==> config.mk <==
export PLATFORM = sky130hd
export DESIGN_NAME = alu_op_sequencer
export DESIGN_NICKNAME = d
export VERILOG_FILES = /design/src/rtl/alu_ctrl_pkg.sv /design/src/rtl/alu_op_rom.sv /design/src/rtl/alu_op_sequencer.sv
export SDC_FILE = /design/constraint.sdc
export NUM_CORES = 1
export LEC_CHECK = 0
export CAP_MARGIN = 15
export CORE_UTILIZATION = 50
export DETAILED_ROUTE_END_ITERATION = 10
export PLACE_DENSITY_LB_ADDON = 0.1
export SLEW_MARGIN = 20
export SYNTH_ARGS = -nofsm -noshare
export SYNTH_HDL_FRONTEND = slang
export SYNTH_HIERARCHICAL = 1
export SYNTH_SLANG_ARGS = --single-unit
==> constraint.sdc <==
create_clock -name CLK -period 2.7 [get_ports CLK]
set_input_delay 0.675 -clock CLK [delete_from_list [all_inputs] [get_ports CLK]]
set_output_delay 0.675 -clock CLK [all_outputs]
set_load 0.005 [all_outputs]
==> src/rtl/alu_ctrl_pkg.sv <==
// alu_ctrl_pkg
//  Shared definitions for the ALU OP-word sequencer: OP field codes, a
//  helper that packs the 16-bit OP word, the named OP constants for every
//  supported step, and the sequencer state encoding.
//
//  OP word layout (MSB..LSB):
//    [15:14] N src  [13:12] Z src  [11] V load  [10:9] V src
//    [8] C load     [7:6] C src    [5:3] shift  [2] logic sel  [1:0] fn
package alu_ctrl_pkg;

  localparam int ALU_OP_W = 16;

  // Z / N sources
  localparam logic [1:0] ZN_HOLD   = 2'b00;
  localparam logic [1:0] ZN_RESULT = 2'b01;

  // Carry sources
  localparam logic [1:0] C_SRC_ADDER = 2'b00;
  localparam logic [1:0] C_SRC_SHIFT = 2'b01;
  localparam logic [1:0] C_SRC_ZERO  = 2'b10;
  localparam logic [1:0] C_SRC_ONE   = 2'b11;

  // Overflow sources
  localparam logic [1:0] V_SRC_ADDER = 2'b00;
  localparam logic [1:0] V_SRC_ZERO  = 2'b10;

  // Shifter modes
  localparam logic [2:0] SH_NONE = 3'b000;
  localparam logic [2:0] SH_ASL  = 3'b001;
  localparam logic [2:0] SH_LSR  = 3'b011;
  localparam logic [2:0] SH_ROL  = 3'b100;
  localparam logic [2:0] SH_ROR  = 3'b101;

  // fn field with logic sel = 1
  localparam logic [1:0] LOP_AND = 2'b00;
  localparam logic [1:0] LOP_ORA = 2'b01;
  localparam logic [1:0] LOP_EOR = 2'b10;

  // fn field with logic sel = 0 (adder; carry-in is the current C flag)
  localparam logic [1:0] FN_NONE         = 2'b00;
  localparam logic [1:0] ARITH_A_PLUS_FF = 2'b00;  // A + FF + C  (DEC with C=0)
  localparam logic [1:0] ARITH_A_PLUS_0  = 2'b01;  // A + 0  + C  (INC with C=1)
  localparam logic [1:0] ARITH_A_MINUS_B = 2'b10;  // A + ~B + C
  localparam logic [1:0] ARITH_A_PLUS_B  = 2'b11;  // A + B  + C

  function automatic logic [ALU_OP_W-1:0] op_word(
    input logic [1:0] n_src,
    input logic [1:0] z_src,
    input logic       v_ld,
    input logic [1:0] v_src,
    input logic       c_ld,
    input logic [1:0] c_src,
    input logic [2:0] shift,
    input logic       lsel,
    input logic [1:0] fn
  );
    return {n_src, z_src, v_ld, v_src, c_ld, c_src, shift, lsel, fn};
  endfunction

  localparam logic [ALU_OP_W-1:0] OP_NOP = '0;
  localparam logic [ALU_OP_W-1:0] OP_ORA =
    op_word(ZN_RESULT, ZN_RESULT, 1'b0, V_SRC_ADDER, 1'b0, C_SRC_ADDER, SH_NONE, 1'b1, LOP_ORA);
  localparam logic [ALU_OP_W-1:0] OP_AND =
    op_word(ZN_RESULT, ZN_RESULT, 1'b0, V_SRC_ADDER, 1'b0, C_SRC_ADDER, SH_NONE, 1'b1, LOP_AND);
  localparam logic [ALU_OP_W-1:0] OP_EOR =
    op_word(ZN_RESULT, ZN_RESULT, 1'b0, V_SRC_ADDER, 1'b0, C_SRC_ADDER, SH_NONE, 1'b1, LOP_EOR);
  localparam logic [ALU_OP_W-1:0] OP_ADC =
    op_word(ZN_RESULT, ZN_RESULT, 1'b1, V_SRC_ADDER, 1'b1, C_SRC_ADDER, SH_NONE, 1'b0, ARITH_A_PLUS_B);
  localparam logic [ALU_OP_W-1:0] OP_SBC =
    op_word(ZN_RESULT, ZN_RESULT, 1'b1, V_SRC_ADDER, 1'b1, C_SRC_ADDER, SH_NONE, 1'b0, ARITH_A_MINUS_B);
  localparam logic [ALU_OP_W-1:0] OP_CMP =
    op_word(ZN_RESULT, ZN_RESULT, 1'b0, V_SRC_ADDER, 1'b1, C_SRC_ADDER, SH_NONE, 1'b0, ARITH_A_MINUS_B);
  localparam logic [ALU_OP_W-1:0] OP_DEC =
    op_word(ZN_RESULT, ZN_RESULT, 1'b0, V_SRC_ADDER, 1'b0, C_SRC_ADDER, SH_NONE, 1'b0, ARITH_A_PLUS_FF);
  localparam logic [ALU_OP_W-1:0] OP_INC =
    op_word(ZN_RESULT, ZN_RESULT, 1'b0, V_SRC_ADDER, 1'b0, C_SRC_ADDER, SH_NONE, 1'b0, ARITH_A_PLUS_0);
  localparam logic [ALU_OP_W-1:0] OP_CLC =
    op_word(ZN_HOLD, ZN_HOLD, 1'b0, V_SRC_ADDER, 1'b1, C_SRC_ZERO, SH_NONE, 1'b0, FN_NONE);
  localparam logic [ALU_OP_W-1:0] OP_SEC =
    op_word(ZN_HOLD, ZN_HOLD, 1'b0, V_SRC_ADDER, 1'b1, C_SRC_ONE, SH_NONE, 1'b0, FN_NONE);
  localparam logic [ALU_OP_W-1:0] OP_CLV =
    op_word(ZN_HOLD, ZN_HOLD, 1'b1, V_SRC_ZERO, 1'b0, C_SRC_ADDER, SH_NONE, 1'b0, FN_NONE);
  // Shifts pass A through the shifter and AND it with B=FF.
  localparam logic [ALU_OP_W-1:0] OP_ASL =
    op_word(ZN_RESULT, ZN_RESULT, 1'b0, V_SRC_ADDER, 1'b1, C_SRC_SHIFT, SH_ASL, 1'b1, LOP_AND);
  localparam logic [ALU_OP_W-1:0] OP_ROL =
    op_word(ZN_RESULT, ZN_RESULT, 1'b0, V_SRC_ADDER, 1'b1, C_SRC_SHIFT, SH_ROL, 1'b1, LOP_AND);
  localparam logic [ALU_OP_W-1:0] OP_LSR =
    op_word(ZN_RESULT, ZN_RESULT, 1'b0, V_SRC_ADDER, 1'b1, C_SRC_SHIFT, SH_LSR, 1'b1, LOP_AND);
  localparam logic [ALU_OP_W-1:0] OP_ROR =
    op_word(ZN_RESULT, ZN_RESULT, 1'b0, V_SRC_ADDER, 1'b1, C_SRC_SHIFT, SH_ROR, 1'b1, LOP_AND);

  typedef enum logic [1:0] {
    ST_IDLE = 2'd0,
    ST_DEC  = 2'd1,
    ST_STEP = 2'd2,
    ST_FIN  = 2'd3
  } state_e;

endpackage

==> src/rtl/alu_op_rom.sv <==
// alu_op_rom
//  Combinational decode of (opcode, step index, saved carry) into the
//  step's ALU control word and side signals.
//  Ports:
//    opcode   in  8   latched 6502 opcode (aaa bbb cc)
//    step     in  2   step index, 0 = first OP step
//    c_saved  in  1   carry flag latched at accept (selects restore step)
//    op       out 16  OP word for this step
//    b_ff     out 1   force ALU B = FF
//    res_we   out 1   write ALU result this step
//    last     out 1   this is the final OP step
//    illegal  out 1   opcode is not ALU-class (independent of step)
module alu_op_rom
  import alu_ctrl_pkg::*;
#(
  parameter bit C_RESTORE = 1'b1
) (
  input  logic [7:0]          opcode,
  input  logic [1:0]          step,
  input  logic                c_saved,
  output logic [ALU_OP_W-1:0] op,
  output logic                b_ff,
  output logic                res_we,
  output logic                last,
  output logic                illegal
);

  logic [2:0] aaa;
  logic [2:0] bbb;
  logic [1:0] cc;

  assign aaa = opcode[7:5];
  assign bbb = opcode[4:2];
  assign cc  = opcode[1:0];

  always_comb begin
    op      = OP_NOP;
    b_ff    = 1'b0;
    res_we  = 1'b0;
    last    = 1'b1;
    illegal = 1'b0;

    if (cc == 2'b01) begin
      case (aaa)
        3'b000: begin op = OP_ORA; res_we = 1'b1; end
        3'b001: begin op = OP_AND; res_we = 1'b1; end
        3'b010: begin op = OP_EOR; res_we = 1'b1; end
        3'b011: begin op = OP_ADC; res_we = 1'b1; end
        3'b111: begin op = OP_SBC; res_we = 1'b1; end
        3'b110: begin
          // CMP: force C=1 so the subtract has no borrow-in, then compare.
          if (step == 2'd0) begin
            op   = OP_SEC;
            last = 1'b0;
          end else begin
            op = OP_CMP;
          end
        end
        default: illegal = 1'b1;  // STA / LDA
      endcase
    end else if (cc == 2'b10 && !aaa[2]) begin
      // Shift addressing modes: A, zp, abs, zp,X, abs,X
      if (bbb[0] || bbb == 3'b010) begin
        b_ff   = 1'b1;
        res_we = 1'b1;
        case (aaa[1:0])
          2'b00:   op = OP_ASL;
          2'b01:   op = OP_ROL;
          2'b10:   op = OP_LSR;
          default: op = OP_ROR;
        endcase
      end else begin
        illegal = 1'b1;
      end
    end else if (cc == 2'b10 && aaa[2:1] == 2'b11) begin
      // DEC (aaa=110) / INC (aaa=111), memory modes only.
      if (bbb[0]) begin
        case (step)
          2'd0: begin
            op   = aaa[0] ? OP_SEC : OP_CLC;
            last = 1'b0;
          end
          2'd1: begin
            op     = aaa[0] ? OP_INC : OP_DEC;
            res_we = 1'b1;
            last   = !C_RESTORE;
          end
          default: op = c_saved ? OP_SEC : OP_CLC;  // put the caller's C back
        endcase
      end else begin
        illegal = 1'b1;
      end
    end else begin
      case (opcode)
        8'h18:   op = OP_CLC;
        8'h38:   op = OP_SEC;
        8'hB8:   op = OP_CLV;
        default: illegal = 1'b1;
      endcase
    end
  end

endmodule

==> src/rtl/alu_op_sequencer.sv <==
// alu_op_sequencer
//  Accepts a 6502 ALU-class opcode and issues its ALU control words, one per
//  clock, between decode and the ALU. All outputs are registered.
//  Ports:
//    CLK      in   1   clock
//    RESET    in   1   synchronous active-high reset
//    START    in   1   request, accepted when BUSY=0 (IDLE or FIN)
//    OPCODE   in   8   opcode, latched on accept
//    C_IN     in   1   carry flag, latched on accept
//    OP       out  16  ALU control word (0 = NOP)
//    B_FF     out  1   force ALU B = FF this step
//    RES_WE   out  1   write ALU result this step
//    BUSY     out  1   high in DEC and STEP
//    DONE     out  1   one-cycle pulse in FIN
//    ILLEGAL  out  1   with DONE: opcode rejected, no OP issued
module alu_op_sequencer
  import alu_ctrl_pkg::*;
#(
  parameter int OP_W      = 16,
  parameter bit C_RESTORE = 1'b1
) (
  input  logic            CLK,
  input  logic            RESET,
  input  logic            START,
  input  logic [7:0]      OPCODE,
  input  logic            C_IN,
  output logic [OP_W-1:0] OP,
  output logic            B_FF,
  output logic            RES_WE,
  output logic            BUSY,
  output logic            DONE,
  output logic            ILLEGAL
);

  state_e          state_q, state_d;
  logic [1:0]      step_q, step_d;
  logic [7:0]      opcode_q, opcode_d;
  logic            c_q, c_d;
  logic            last_q, last_d;
  logic [OP_W-1:0] op_q, op_d;
  logic            b_ff_q, b_ff_d;
  logic            res_we_q, res_we_d;
  logic            busy_q, busy_d;
  logic            done_q, done_d;
  logic            illegal_q, illegal_d;

  logic [1:0]      rom_step;
  logic [OP_W-1:0] rom_op;
  logic            rom_b_ff;
  logic            rom_res_we;
  logic            rom_last;
  logic            rom_illegal;

  // The ROM is always looked up for the step about to be entered, so the
  // output registers can load its result directly.
  assign rom_step = (state_q == ST_STEP) ? step_q + 2'd1 : 2'd0;

  alu_op_rom #(
    .C_RESTORE(C_RESTORE)
  ) u_rom (
    .opcode (opcode_q),
    .step   (rom_step),
    .c_saved(c_q),
    .op     (rom_op),
    .b_ff   (rom_b_ff),
    .res_we (rom_res_we),
    .last   (rom_last),
    .illegal(rom_illegal)
  );

  always_comb begin
    state_d   = state_q;
    step_d    = step_q;
    opcode_d  = opcode_q;
    c_d       = c_q;
    last_d    = last_q;
    op_d      = '0;
    b_ff_d    = 1'b0;
    res_we_d  = 1'b0;
    busy_d    = 1'b0;
    done_d    = 1'b0;
    illegal_d = 1'b0;

    case (state_q)
      ST_IDLE, ST_FIN: begin
        if (START) begin
          state_d  = ST_DEC;
          opcode_d = OPCODE;
          c_d      = C_IN;
          busy_d   = 1'b1;
        end else begin
          state_d = ST_IDLE;
        end
      end
      ST_DEC: begin
        if (rom_illegal) begin
          state_d   = ST_FIN;
          done_d    = 1'b1;
          illegal_d = 1'b1;
        end else begin
          state_d  = ST_STEP;
          step_d   = 2'd0;
          last_d   = rom_last;
          op_d     = rom_op;
          b_ff_d   = rom_b_ff;
          res_we_d = rom_res_we;
          busy_d   = 1'b1;
        end
      end
      ST_STEP: begin
        if (last_q) begin
          state_d = ST_FIN;
          done_d  = 1'b1;
        end else begin
          step_d   = rom_step;
          last_d   = rom_last;
          op_d     = rom_op;
          b_ff_d   = rom_b_ff;
          res_we_d = rom_res_we;
          busy_d   = 1'b1;
        end
      end
      default: state_d = ST_IDLE;
    endcase
  end

  always_ff @(posedge CLK) begin
    if (RESET) begin
      state_q   <= ST_IDLE;
      step_q    <= 2'd0;
      opcode_q  <= 8'h00;
      c_q       <= 1'b0;
      last_q    <= 1'b0;
      op_q      <= '0;
      b_ff_q    <= 1'b0;
      res_we_q  <= 1'b0;
      busy_q    <= 1'b0;
      done_q    <= 1'b0;
      illegal_q <= 1'b0;
    end else begin
      state_q   <= state_d;
      step_q    <= step_d;
      opcode_q  <= opcode_d;
      c_q       <= c_d;
      last_q    <= last_d;
      op_q      <= op_d;
      b_ff_q    <= b_ff_d;
      res_we_q  <= res_we_d;
      busy_q    <= busy_d;
      done_q    <= done_d;
      illegal_q <= illegal_d;
    end
  end

  assign OP      = op_q;
  assign B_FF    = b_ff_q;
  assign RES_WE  = res_we_q;
  assign BUSY    = busy_q;
  assign DONE    = done_q;
  assign ILLEGAL = illegal_q;

endmodule

==> metrics.txt, run 1 <==
Worst VDD drop 607 µV; Hold Path Stages 2; H-tree depth 2; fin. max-slew vios 0; Hold Path Origin opcode_q[4]; crit-path cells nor3b_2 > o21ai_2 > and4_1 > a21oi_2 > or3_1 > a21oi_1; fill cell count 265; Syn-to-layout area delta 22.0%; R2R Setup Slk 0.67 ns; Tot GR Track Use 0.195; gpl congestion 0.850; HPWL after DPL 2.10 mm; worst slew margin relative to its limit 0.648; max-cap check violation count 0; highest clock rate 492 MHz; met3 GRT Util 0.0611; Hold Path Class reg2reg; DP Cell Count 248; antenna violations before repair 0; Final TNS setup 0 ns; Overall Power 1.42 mW; Hold Fails Final Rpt 0; Worst R2R Path Depth 6; FF+latch area 701 µm²; largest cells by area after synthesis dfxtp_1 43%, and2_1 6.9%, nand2_1 4.3%; max incr delay on CP 0.64 ns; outcome finished, final reports clean; Setup CP Type reg2reg; Placeable Area 3080 µm²; TritonCTS clock tree yes; CTS sink cnt 35; slowest CP cell dfxtp_1; synthesized area per cell 9.01 µm²; Hold EP opcode_q[4]; Routed Antenna Nets 0; row cnt 20; leading area contributor after synthesis dfxtp_1; GR peak layer met2; ys async rst share 0; vias in the first global route 1108; latest clock arrival within the worst-skew pair 0.33 ns; fin crit period 2.03 ns; area of the multi-input gates 826 µm²; Crit. End Element flop; sequential fraction of the synthesis area 0.427; Die W 59.3 µm; layout cells sized above 1 0.0943; WL per Instance 11.5 µm; Post-Route WL 2.93 mm; # setup viols final 0; Synth Cell Area 1640 µm²; setup repair bufs after CTS 0; Clk pin slew, worst setup/hold paths 0.11 ns; Post-layout nets 226; clock buffer count from CTS 5; Main synth FF type dfxtp_1; largest net degree at the start of global routing 18; total grt overflow 0; power density cells 709 nW/µm²; Post-synth EDFFs 0; RSZ-0062 raised after global routing false; first-pass GRT wire length 5.02 mm; worst-path maximum fanout 15; Leakage 0.749 nW; chip height 59.3 µm; die footprint 3510 µm²; Final period util 0.753; vias post-DR 1306; Vias/cell 5.10; CTS Hold Bufs 0; yosys warns 6; PostCTS Resize Cnt 0; port bufs 32; fin cells 256; DRC 0; CP required 2.97 ns; crit path launch type flop; CTS Root Buffer Type clkbuf_4; drt pass-1 iters 4; DR iter-0 viols 32; IO Pins 33; Yosys cell types 48; met2 Use GR 0.297; critical path arrival 2.31 ns; Worst-Margin Slew 0.527 ns; Final Skew 0.0124 ns; diode count 0; Initial Util 0.533; met1 usage 0.250; Reg-to-Reg End state_q[0]; post-synthesis register bit count 35; worst reg2reg path startpoint opcode_q[7]; area share of the largest cell type after synthesis 0.427; CTS max path bufs 2; Post-Synthesis Cells 182
==> flip-flops by register name, summed over array words and instances (netlist names) <==
signal    flops
BUSY          1
opcode_q      8
step_q        2
state_q       2
RES_WE        1
DONE          1
last_q        1
ILLEGAL       1
B_FF          1
OP           16
c_q           1
==> power breakdown <==
part | total [mW] | switching (mW) | internal, mW | leakage [nW]
sequential | 0.656 | 0.0743 | 0.582 | 0.284
clock | 0.314 | 0.161 | 0.153 | 0.0386
combinational | 0.449 | 0.243 | 0.207 | 0.426
==> metal layers <==
metal,up-vias,part of all wire
li1,675,-
met1,591,0.45
met2,38,0.49
met3,2,0.048
met4,0,0.0089
met5,-,0
==> Yosys cell counts, types with 3 or more instances <==
cell / number
a21oi_1: 14
ha_1: 3
dfxtp_1: 35
inv_1: 6
o21ai_0: 5
buf_6: 4
nor2b_1: 5
nor2_1: 7
o211ai_1: 3
nand2_1: 19
nor3b_1: 3
and2_1: 18
nand3_1: 10
buf_2: 4
buf_4: 4
nand2b_1: 3
==> worst max-delay path: cells and delay by family (launching register included) <==
family / cells / cell delay, ns
compound gates: 3 / 0.47
flops: 1 / 0.64
simple gates: 3 / 0.87
==> per-stage QoR <==
step / hold slack (ns) / area, µm² / setup WS (ns) / util
final: 0.471 / 2000 / 0.667 / 0.650
after global routing: 0.511 / 2000 / 0.481 / 0.650
after CTS: 0.469 / 2000 / 0.669 / 0.650
after detailed placement: 0.455 / 1930 / 0.677 / 0.628
after global placement: 0.459 / 1930 / 0.728 / 0.628
after floorplan: 0.436 / 1650 / 0.996 / -
==> area by class of cell <==
type                    instances  share of cell area
multi-input cells             130               0.413
inverters                       6              0.0113
well taps                      44              0.0275
repair buffers                 33               0.164
flip-flops and latches         35               0.350
clock buffers                   8              0.0344
==> worst max path at each step <==
| stage | start | end | slack, ns | cells after the start |
|---|---|---|---|---|
| 2_1_floorplan | state_q[0] | last_q | 1.0 | 8 |
| 3_3_place_gp | START | state_q[0] | 0.73 | 4 |
| 3_5_place_dp | START | state_q[0] | 0.68 | 4 |
| 4_1_cts | opcode_q[7] | state_q[0] | 0.67 | 6 |
| 5_1_grt | opcode_q[7] | state_q[0] | 0.48 | 6 |
| 6_report | opcode_q[7] | state_q[0] | 0.67 | 6 |
==> cell families (layout without fill, tap and decap cells) <==
| logic type | count (synthesis) | in the layout | synth area share |
|---|---|---|---|
| and+or+nand+nor | 86 | 86 | 0.317 |
| AOI/OAI and AO/OA | 37 | 37 | 0.152 |
| DFF | 35 | 35 | 0.427 |
| buffers and inverters | 19 | 47 | 0.0740 |
| adders and majority gates | 3 | 3 | 0.0229 |
| other | 1 | 3 | 0.00229 |
| xor gates and xnor gates | 1 | 1 | 0.00534 |
==> placed cells by master (no fill, tap or decap), types with 5 or more instances in the layout <==
master           instances
dfxtp_1                 35
clkdlybuf4s50_1         32
nand2_1                 19
and2_1                  18
a21oi_1                 14
nand3_1                 10
nor2_1                   7
inv_1                    6
nor2b_1                  5
o21ai_0                  5
clkbuf_4                 5
Power figures use the tool's default switching activity.
==> inputs of run 2 (changes only) <==
- clock period: 2.7 -> 2.1 ns (I/O delays scaled with it)
==> metrics.txt, run 2 (synthesis results as in run 1) <==
highest clock rate 539 MHz (+9.5%); flip-flop count of the largest register after layout 16 (unchanged); WP buf/inv 0 (unchanged); Worst R2R Path Depth 6 (unchanged); outcome finished, final reports clean; die footprint 3510 µm² (unchanged); CP required 2.39 ns (-0.58 ns); Setup CP Type reg2reg; latest clock arrival within the worst-skew pair 0.34 ns (about the same); Placeable Area 3080 µm² (unchanged); Int Pwr 1.20 mW (+28%); total grt overflow 0 (unchanged); fin cells 261 (+2.0%); crit-path cells and4b_2 > a21oi_2 > and4_1 > a21oi_2 > or3_1 > a21oi_1; TritonCTS clock tree yes; sw frac 0.345 (+0.00828); layout cells sized above 1 0.120 (+0.0255); Final Skew 0.00621 ns (-0.00616 ns); Routed Antenna Nets 0 (unchanged); max incr delay on CP 0.44 ns (-0.20 ns); setup repair bufs after CTS 0 (unchanged); PostCTS Resize Cnt 0 (unchanged); RSZ-0062 raised after global routing false; Worst VDD drop 601 µV (-1.0%); CTS Hold Bufs 0 (unchanged); largest net degree at the start of global routing 18 (unchanged); CP top delay family simple AND/OR/NAND/NOR gates; H-tree depth 2 (unchanged); Final TNS setup 0 ns (unchanged); vias in the first global route 1157 (+4.4%); Leakage 0.774 nW (+3.3%); IO Pins 33 (unchanged); max-cap check violation count 0 (unchanged); DR iter-0 viols 30 (-6.3%); Clk pin slew, worst setup/hold paths 0.10 ns (about the same); Crit. End Element flop; fin. max-slew vios 0 (unchanged); Hold Path Stages 2 (unchanged); DRC 0 (unchanged); antenna violations before repair 0 (unchanged); HPWL after DPL 2.25 mm (+7.3%); worst-path maximum fanout 7 (-8); Final period util 0.884 (+0.131); WP depth 6 (unchanged); combinational share of power 0.350 (+0.033); row cnt 20 (unchanged); clock power share 0.202 (-0.019); DP Cell Count 254 (+2.4%); power density cells 902 nW/µm² (+27%); chip height 59.3 µm (unchanged); Post-Route WL 2.97 mm (+1.2%); critical path arrival 2.14 ns (-0.17 ns); clock buffer count from CTS 5 (unchanged); most frequent cells in the layout 35 x dfxtp_1, 32 x clkdlybuf4s50_1, 19 x nand2_1, 18 x and2_1, 14 x a21oi_1; fin crit period 1.86 ns (-0.177 ns); most used cell along the critical path a21oi_2; Post-layout nets 232 (+2.7%); drt pass-1 iters 4 (unchanged); most common cell after layout, fill and taps aside dfxtp_1; slowest CP cell dfxtp_1; gpl congestion 0.798 (-6.1%); Tot GR Track Use 0.199 (+0.00407); net switching power 632 µW (+32%); CTS max path bufs 2 (unchanged); CTS sink cnt 35 (unchanged); WL per Instance 11.4 µm (-0.78%); Vias/cell 5.11 (+0.11%); Hold Path Class reg2reg; diode count 0 (unchanged); port bufs 32 (unchanged); CTS Root Buffer Type clkbuf_4; Hold Fails Final Rpt 0 (unchanged); # setup viols final 0 (unchanged); vias post-DR 1333 (+2.1%); first-pass GRT wire length 5.13 mm (+2.2%); Syn-to-layout area delta 24.0%; power share of the sequential group 0.449 (-0.013); crit path launch type flop; Initial Util 0.533 (unchanged); Die W 59.3 µm (unchanged)
==> run 2: cell count changes in the layout (fill, tap and decap cells not counted), sizes merged <==
| cell | delta |
|---|---|
| clkinv | +1 |
| clkbuf | -2 |
| buf | +6 |
==> run 2: worst paths after layout <==
check	startpoint	endpoint	slack, ns
max	opcode_q[0]	state_q[0]	0.24
min	opcode_q[4]	opcode_q[4]	0.48
max reg2reg	opcode_q[0]	state_q[0]	0.24
min reg2reg	opcode_q[4]	opcode_q[4]	0.48
==> run 2: routing by layer <==
layer,vias to the layer above,global-route usage,wire length [µm]
met5,-,0,0
met4,0,0.112,37
met3,4,0.0459,170
met2,52,0.323,1410
met1,594,0.241,1350
li1,683,-,-
==> run 2: power by group through the flow <==
stage / combinational (mW) / sequential (mW) / clock (mW)
floorplan: 0.492 / 0.823 / 0
global placement: 0.622 / 0.832 / 0
detailed placement: 0.637 / 0.837 / 0
finish: 0.641 / 0.822 / 0.370
global route: 0.724 / 0.836 / 0.405
CTS: 0.641 / 0.822 / 0.381
==> run 2: worst min-delay path, delay by kind of cell (launching register included) <==
family	cells	cell delay, ns
AO/OA/AOI/OAI	1	0.05
AND/OR/NAND/NOR	1	0.05
flip-flops	1	0.33
==> run 2: cell type report <==
type / count / area [µm²]
Multi-Input combinational cell: 130 / 826
Tap cell: 44 / 55.1
Clock inverter: 1 / 5.00
Timing Repair Buffer: 39 / 373
Clock buffer: 6 / 51.3
Sequential cell: 35 / 701
Fill cell: 267 / 1040
Inverter: 6 / 22.5
==> run 2: per-stage QoR <==
| stage | hold slack (ns) | power, mW | utilization | area, µm² | setup slack, ns |
|---|---|---|---|---|---|
| global placement | 0.453 | 1.45 | 0.642 | 1980 | 0.314 |
| finish | 0.475 | 1.83 | 0.661 | 2030 | 0.243 |
| floorplan | 0.436 | 1.32 | - | 1650 | 0.396 |
| detailed placement | 0.459 | 1.47 | 0.642 | 1980 | 0.276 |
| global route | 0.511 | 1.96 | 0.661 | 2030 | 0.0831 |
| CTS | 0.474 | 1.84 | 0.661 | 2030 | 0.242 |
==> inputs of run 3 (changes only) <==
- CTS_CLUSTER_SIZE: not set -> 16
- TNS_END_PERCENT: not set -> 30
==> results of run 3 <==
Final layout, timing and power as in run 2 (identical DEF).
